File: config.mk
export PLATFORM = sky130hd
export DESIGN_NAME = systolic_writeback
export DESIGN_NICKNAME = d
export VERILOG_FILES = /design/src/rtl/systolic_writeback_pkg.sv /design/src/rtl/wb_row_fifo.sv /design/src/rtl/systolic_writeback.sv
export SDC_FILE = /design/constraint.sdc
export NUM_CORES = 1
export LEC_CHECK = 0
export CORE_MARGIN = 2
export CORE_UTILIZATION = 30
export CTS_BUF_LIST = sky130_fd_sc_hd__clkbuf_8
export DETAILED_ROUTE_END_ITERATION = 10
export PLACE_DENSITY = 0.57
export SLEW_MARGIN = 20
export SYNTH_ARGS = -nofsm -noshare
export SYNTH_HDL_FRONTEND = slang
export SYNTH_SLANG_ARGS = --single-unit
File: constraint.sdc
create_clock -name clk -period 4.77 [get_ports clk]
set_input_delay 1.431 -clock clk [delete_from_list [all_inputs] [get_ports clk]]
set_output_delay 1.431 -clock clk [all_outputs]
set_load 0.005 [all_outputs]
File: src/rtl/systolic_writeback_pkg.sv
// Shared definitions for the systolic array writeback stage.
//   wb_state_e : writeback sequencing FSM states
//   sat_max/min: signed saturation bounds for a given stored width
//   lane_lsb   : bit offset of a lane inside a packed row
package systolic_writeback_pkg;

   typedef enum logic [1:0] {
      WB_IDLE   = 2'd0,
      WB_ACTIVE = 2'd1,
      WB_DRAIN  = 2'd2
   } wb_state_e;

   function automatic int sat_max(input int out_width);
      return (1 << (out_width - 1)) - 1;
   endfunction

   function automatic int sat_min(input int out_width);
      return -(1 << (out_width - 1));
   endfunction

   function automatic int lane_lsb(input int lane, input int width);
      return lane * width;
   endfunction

endpackage

File: src/rtl/wb_row_fifo.sv
// Synchronous row buffer for the writeback stage.
// Ports:
//   clk, srst      : clock, synchronous active-high reset (pointers only)
//   push, wdata    : write request and entry
//   pop            : consume the head entry
//   rdata          : head entry (valid while !empty)
//   full, empty    : occupancy flags
// A push while full is accepted when a pop happens in the same cycle.
module wb_row_fifo #(
   parameter int WIDTH = 8,
   parameter int DEPTH = 4
) (
   input  logic             clk,
   input  logic             srst,
   input  logic             push,
   input  logic             pop,
   input  logic [WIDTH-1:0] wdata,
   output logic [WIDTH-1:0] rdata,
   output logic             full,
   output logic             empty
);

   localparam int PTR_W = $clog2(DEPTH);

   logic [WIDTH-1:0] mem [DEPTH];
   logic [PTR_W:0]   wr_ptr;
   logic [PTR_W:0]   rd_ptr;
   logic             do_push;
   logic             do_pop;

   // Extra pointer MSB distinguishes full from empty when the indices match.
   assign empty   = (wr_ptr == rd_ptr);
   assign full    = (wr_ptr[PTR_W] != rd_ptr[PTR_W]) &&
                    (wr_ptr[PTR_W-1:0] == rd_ptr[PTR_W-1:0]);
   assign do_pop  = pop && !empty;
   assign do_push = push && (!full || do_pop);

   always_ff @(posedge clk) begin
      if (srst) begin
         wr_ptr <= '0;
         rd_ptr <= '0;
      end else begin
         if (do_push) wr_ptr <= wr_ptr + 1'b1;
         if (do_pop)  rd_ptr <= rd_ptr + 1'b1;
      end
   end

   always_ff @(posedge clk) begin
      if (do_push) mem[wr_ptr[PTR_W-1:0]] <= wdata;
   end

   assign rdata = mem[rd_ptr[PTR_W-1:0]];

endmodule

File: src/rtl/systolic_writeback.sv
// Result writeback stage of the systolic array controller.
// Captures accumulator rows on sram_write_enable, requantizes each lane
// (arithmetic shift + signed saturation), tags the row with its SRAM
// address, buffers it and writes it out under a ready handshake.
// Ports:
//   clk, srst          : clock, synchronous active-high reset
//   tpu_start          : job start, clears overflow
//   sram_write_enable  : row capture strobe
//   matrix_index       : row index within data set
//   data_set           : data set index
//   row_data           : ARRAY_SIZE signed accumulator lanes
//   tpu_done           : controller done pulse
//   sram_ready         : SRAM accepts a write this cycle
//   sram_wen/addr/wdata: SRAM write port
//   wb_done            : one-cycle pulse after drain completes
//   overflow           : sticky, a row was dropped
//
// state     | meaning
// ----------+------------------------------------------------
// WB_IDLE   | no job in flight
// WB_ACTIVE | rows being captured, controller still running
// WB_DRAIN  | controller done, flushing S1 and the FIFO
module systolic_writeback
   import systolic_writeback_pkg::*;
#(
   parameter int ARRAY_SIZE   = 8,
   parameter int ACC_WIDTH    = 20,
   parameter int OUT_WIDTH    = 8,
   parameter int QUANT_SHIFT  = 4,
   parameter int FIFO_DEPTH   = 4,
   parameter int ADDR_WIDTH   = 10,
   parameter int ROWS_PER_SET = 16
) (
   input  logic                            clk,
   input  logic                            srst,
   input  logic                            tpu_start,
   input  logic                            sram_write_enable,
   input  logic [5:0]                      matrix_index,
   input  logic [5:0]                      data_set,
   input  logic [ARRAY_SIZE*ACC_WIDTH-1:0] row_data,
   input  logic                            tpu_done,
   input  logic                            sram_ready,
   output logic                            sram_wen,
   output logic [ADDR_WIDTH-1:0]           sram_addr,
   output logic [ARRAY_SIZE*OUT_WIDTH-1:0] sram_wdata,
   output logic                            wb_done,
   output logic                            overflow
);

   localparam int ROW_W   = ARRAY_SIZE * OUT_WIDTH;
   localparam int ENTRY_W = ADDR_WIDTH + ROW_W;
   localparam logic signed [ACC_WIDTH-1:0] Q_MAX = ACC_WIDTH'(sat_max(OUT_WIDTH));
   localparam logic signed [ACC_WIDTH-1:0] Q_MIN = ACC_WIDTH'(sat_min(OUT_WIDTH));

   logic [ROW_W-1:0]      quant_row;
   logic [ADDR_WIDTH-1:0] capture_addr;
   logic                  s1_valid;
   logic [ENTRY_W-1:0]    s1_entry;
   logic [ENTRY_W-1:0]    head_entry;
   logic                  fifo_full;
   logic                  fifo_empty;
   logic                  fifo_push;
   logic                  fifo_pop;
   logic                  row_drop;
   wb_state_e             state;
   wb_state_e             state_nxt;
   logic                  drain_done;

   for (genvar i = 0; i < ARRAY_SIZE; i++) begin : g_lane
      localparam int A_LSB = lane_lsb(i, ACC_WIDTH);
      localparam int O_LSB = lane_lsb(i, OUT_WIDTH);
      logic signed [ACC_WIDTH-1:0] acc;
      logic signed [ACC_WIDTH-1:0] q;
      assign acc = row_data[A_LSB +: ACC_WIDTH];
      assign q   = acc >>> QUANT_SHIFT;
      assign quant_row[O_LSB +: OUT_WIDTH] =
         (q > Q_MAX) ? Q_MAX[OUT_WIDTH-1:0] :
         (q < Q_MIN) ? Q_MIN[OUT_WIDTH-1:0] :
                       q[OUT_WIDTH-1:0];
   end

   // Full-width product/sum, truncation is the modulo on the address space.
   assign capture_addr = ADDR_WIDTH'(32'(data_set) * 32'(ROWS_PER_SET) + 32'(matrix_index));

   always_ff @(posedge clk) begin
      if (srst) s1_valid <= 1'b0;
      else      s1_valid <= sram_write_enable;
   end

   always_ff @(posedge clk) begin
      if (sram_write_enable) s1_entry <= {capture_addr, quant_row};
   end

   assign fifo_pop  = sram_wen && sram_ready;
   assign fifo_push = s1_valid && (!fifo_full || fifo_pop);
   assign row_drop  = s1_valid && fifo_full && !fifo_pop;

   wb_row_fifo #(
      .WIDTH (ENTRY_W),
      .DEPTH (FIFO_DEPTH)
   ) u_fifo (
      .clk   (clk),
      .srst  (srst),
      .push  (fifo_push),
      .pop   (fifo_pop),
      .wdata (s1_entry),
      .rdata (head_entry),
      .full  (fifo_full),
      .empty (fifo_empty)
   );

   // Storage is not reset, so the port is zeroed whenever nothing is pending.
   assign sram_wen   = !fifo_empty;
   assign sram_addr  = sram_wen ? head_entry[ENTRY_W-1 -: ADDR_WIDTH] : '0;
   assign sram_wdata = sram_wen ? head_entry[ROW_W-1:0] : '0;

   always_comb begin
      state_nxt  = state;
      drain_done = 1'b0;
      unique case (state)
         WB_IDLE: begin
            if (tpu_done)               state_nxt = WB_DRAIN;
            else if (sram_write_enable) state_nxt = WB_ACTIVE;
         end
         WB_ACTIVE: begin
            if (tpu_done) state_nxt = WB_DRAIN;
         end
         WB_DRAIN: begin
            if (!s1_valid && fifo_empty && !sram_write_enable) begin
               state_nxt  = WB_IDLE;
               drain_done = 1'b1;
            end
         end
         default: state_nxt = WB_IDLE;
      endcase
   end

   always_ff @(posedge clk) begin
      if (srst) begin
         state    <= WB_IDLE;
         wb_done  <= 1'b0;
         overflow <= 1'b0;
      end else begin
         state   <= state_nxt;
         wb_done <= drain_done;
         if (row_drop)       overflow <= 1'b1;
         else if (tpu_start) overflow <= 1'b0;
      end
   end

endmodule
==> qor.yml <==
clocking:
  cts_buffers: 60
  clockRootBuffer: "clkbuf_8"
  cts_tree: "yes"
  htreeDepth: 2
  clkTransAtPathRegs_ns: 0.06
  post_cts_buffers: 0
  clk_path_buf_depth: 3
  cts_sinks: 383
  insertion_delay_ns: 0.63
  cts_resized: 0
  holdBufCountCts: 0
global_routing:
  grt_max_degree: 61
  grt_pass1_wl_um: 50300
  grt_overflow_total: 0
  grt_pass1_vias: 8778
  grt.total_usage_pct: 12.5
  grt_antenna_before_repair: 2
yosys:
  synth_top_area_share_pct: 73.5
  synth_edf_count: 370
  synthDistinctLibCells: 30
  synth_ff_type: "edfxtp_1"
  synth_largest_area_cell: "edfxtp_1"
  synth_area_leaders: "edfxtp_1 74%, mux4_2 11%, and2_1 3.2%, a21oi_1 2.0%, nor2_1 1.8%"
  ys_ff_latch: 383
  ys_seq_area_share_pct: 75.2
  syn_avg_cell_area_um2: 17.8
  netlist_area_um2: 15100
  synth_warnings: 0
  ys_async_sr_fraction_pct: 0
  syn_inst: 848
  syn-num-nets: 1034
cells_and_area:
  final_cell_mix: "370 x edfxtp_1, 221 x clkdlybuf4s50_1, 75 x and2_1, 74 x mux4_2, 73 x nor2_1"
  mostFrequentLayoutCell: "edfxtp_1"
  drive_above_1_share_pct: 15.7
  nets: 1295
  utilization_pct: 38.7
  fin_cells: 1834
  area_growth_pct: 28.0
critical_path:
  arrival_ns: 2.94
  critPathMaxStageDelay_ns: 0.54
  startpoint_type: "register"
  slowest_stage: "or3_4"
  cp_max_fo: 30
  cp_top_family: "buffers and inverters"
  crit_type: "reg2out"
  crit_path_end_kind: "primary output"
  path_buf_inv: 2
  crit_chain: "xor2_1 > or3_4 > buf_4 > and2_1 > clkdlybuf4s50_1"
  crit_required_ns: 3.34
placed_design:
  numPortBuffers: 222
  dp.cells: 1718
  routabilityCongestion: 0.722
  dpl_worst_slack_ns: 0.802
  hpwl_um: 19800
route:
  wirelength_um: 32500
  drt_pass1_iterations: 4
  wl_per_cell_um: 17.7
  antenna_left: 0
  drtIter0Drc: 487
  dr_total_vias: 8245
  drc: 0
  detail_route.vias_per_cell: 4.50
floorplanning:
  rows: 82
  die_w_um: 228
  die_y_um: 228
  start_util_pct: 30.2
  pin_count: 255
  core_um2: 50000
  dieArea_um2: 52200
power:
  powerDensity_nw_per_um2: 398
  max-vdd-ir-drop_mv: 0.177
  p_total_mw: 7.70
  p_leak_nw: 6.17
run:
  cap_viol_max_count: 0
min_path:
  hp-class: "reg2reg"
sta:
  max_freq_ghz: 0.229
  slew_headroom_pct: 38.9
  finalClockSkew_ns: 0.0119
  setup-violations-final: 0
  setup_tns_ns: 0
  worst_pin_slew_ns: 0.917
  fin_crit_sh_pct: 91.5
  hold_violations: 0
  rsz0062_at_grt: "false"
  drv_slew: 0
  fin_crit_ns: 4.37
  fin_ws_ns: 0.404
outcome:
  status: "finished clean"
[logic make-up after synthesis]
kind of cell,synth area share [%]
DFF,75.2
and+or+nand+nor,8.52
muxes,11.2
AOI/OAI and AO/OA,2.29
buffers and inverters,1.39
xor gates and xnor gates,0.695
adders and majority gates,0.712
[through the flow]
| step | hold WS (ns) | instance area [um^2] |
|---|---|---|
| 6_report | 0.486 | 19300 |
| 5_1_grt | 0.515 | 19300 |
| 4_1_cts | 0.480 | 19300 |
| 3_5_place_dp | 0.471 | 18200 |
| 3_3_place_gp | 0.450 | 18200 |
| 2_1_floorplan | 0.437 | 15100 |
[final cells by class]
type                    instances  area (um^2)
flip-flops and latches        383        11400
diodes                          1         2.50
clock buffers                  64          881
clock inverters                50          270
fillers                      4649        30600
multi-input cells             422         3550
repair buffers                239         2410
well taps                     672          841
inverters                       3         13.8
[path summary, 6_finish.rpt]
path / start / end / slack, ns / cells after the start
worst max-delay path: u_fifo.wr_ptr[1] / sram_wdata[14] / 0.40 / 5
worst min-delay path: state[1] / state[0] / 0.49 / 1
worst max register to register: u_fifo.wr_ptr[1] / u_fifo.mem[2][52] / 2.31 / 5
worst min register to register: state[1] / state[0] / 0.49 / 1
[synth_stat cells (2+ instances only)]
cell      number
nand4_1       16
inv_1          3
xnor2_1        3
mux4_2        74
clkbuf_1      27
and2_1        78
a21oi_1       60
buf_2          9
xor2_1         9
dfxtp_1       13
buf_6          4
nand2_1       64
nor2b_1        6
mux2i_1        2
edfxtp_1     370
nor2_1        73
ha_1           7
nor4_1        18
[routing by layer]
| metal | vias up | routed length, um | track usage, % |
|---|---|---|---|
| met5 | - | 0 | 0 |
| met4 | 0 | 855 | 5.04 |
| met3 | 53 | 1720 | 2.76 |
| met2 | 201 | 16000 | 21.3 |
| met1 | 4145 | 13900 | 15.5 |
| li1 | 3846 | - | - |
[flip-flops by register name, summed over array words and instances (netlist names), named ones only]
register,count
u_fifo.rd_ptr,3
overflow,1
s1_entry,74
u_fifo.mem,296
state,2
u_fifo.wr_ptr,3
wb_done,1
s1_valid,1
[report_power, final]
part / switching [mW] / total, mW / internal [mW]
registers: 0.0867 / 3.94 / 3.85
clock network: 1.27 / 2.62 / 1.35
logic: 0.468 / 1.13 / 0.665
total: 1.83 / 7.70 / 5.87
Power figures use the tool's default switching activity.
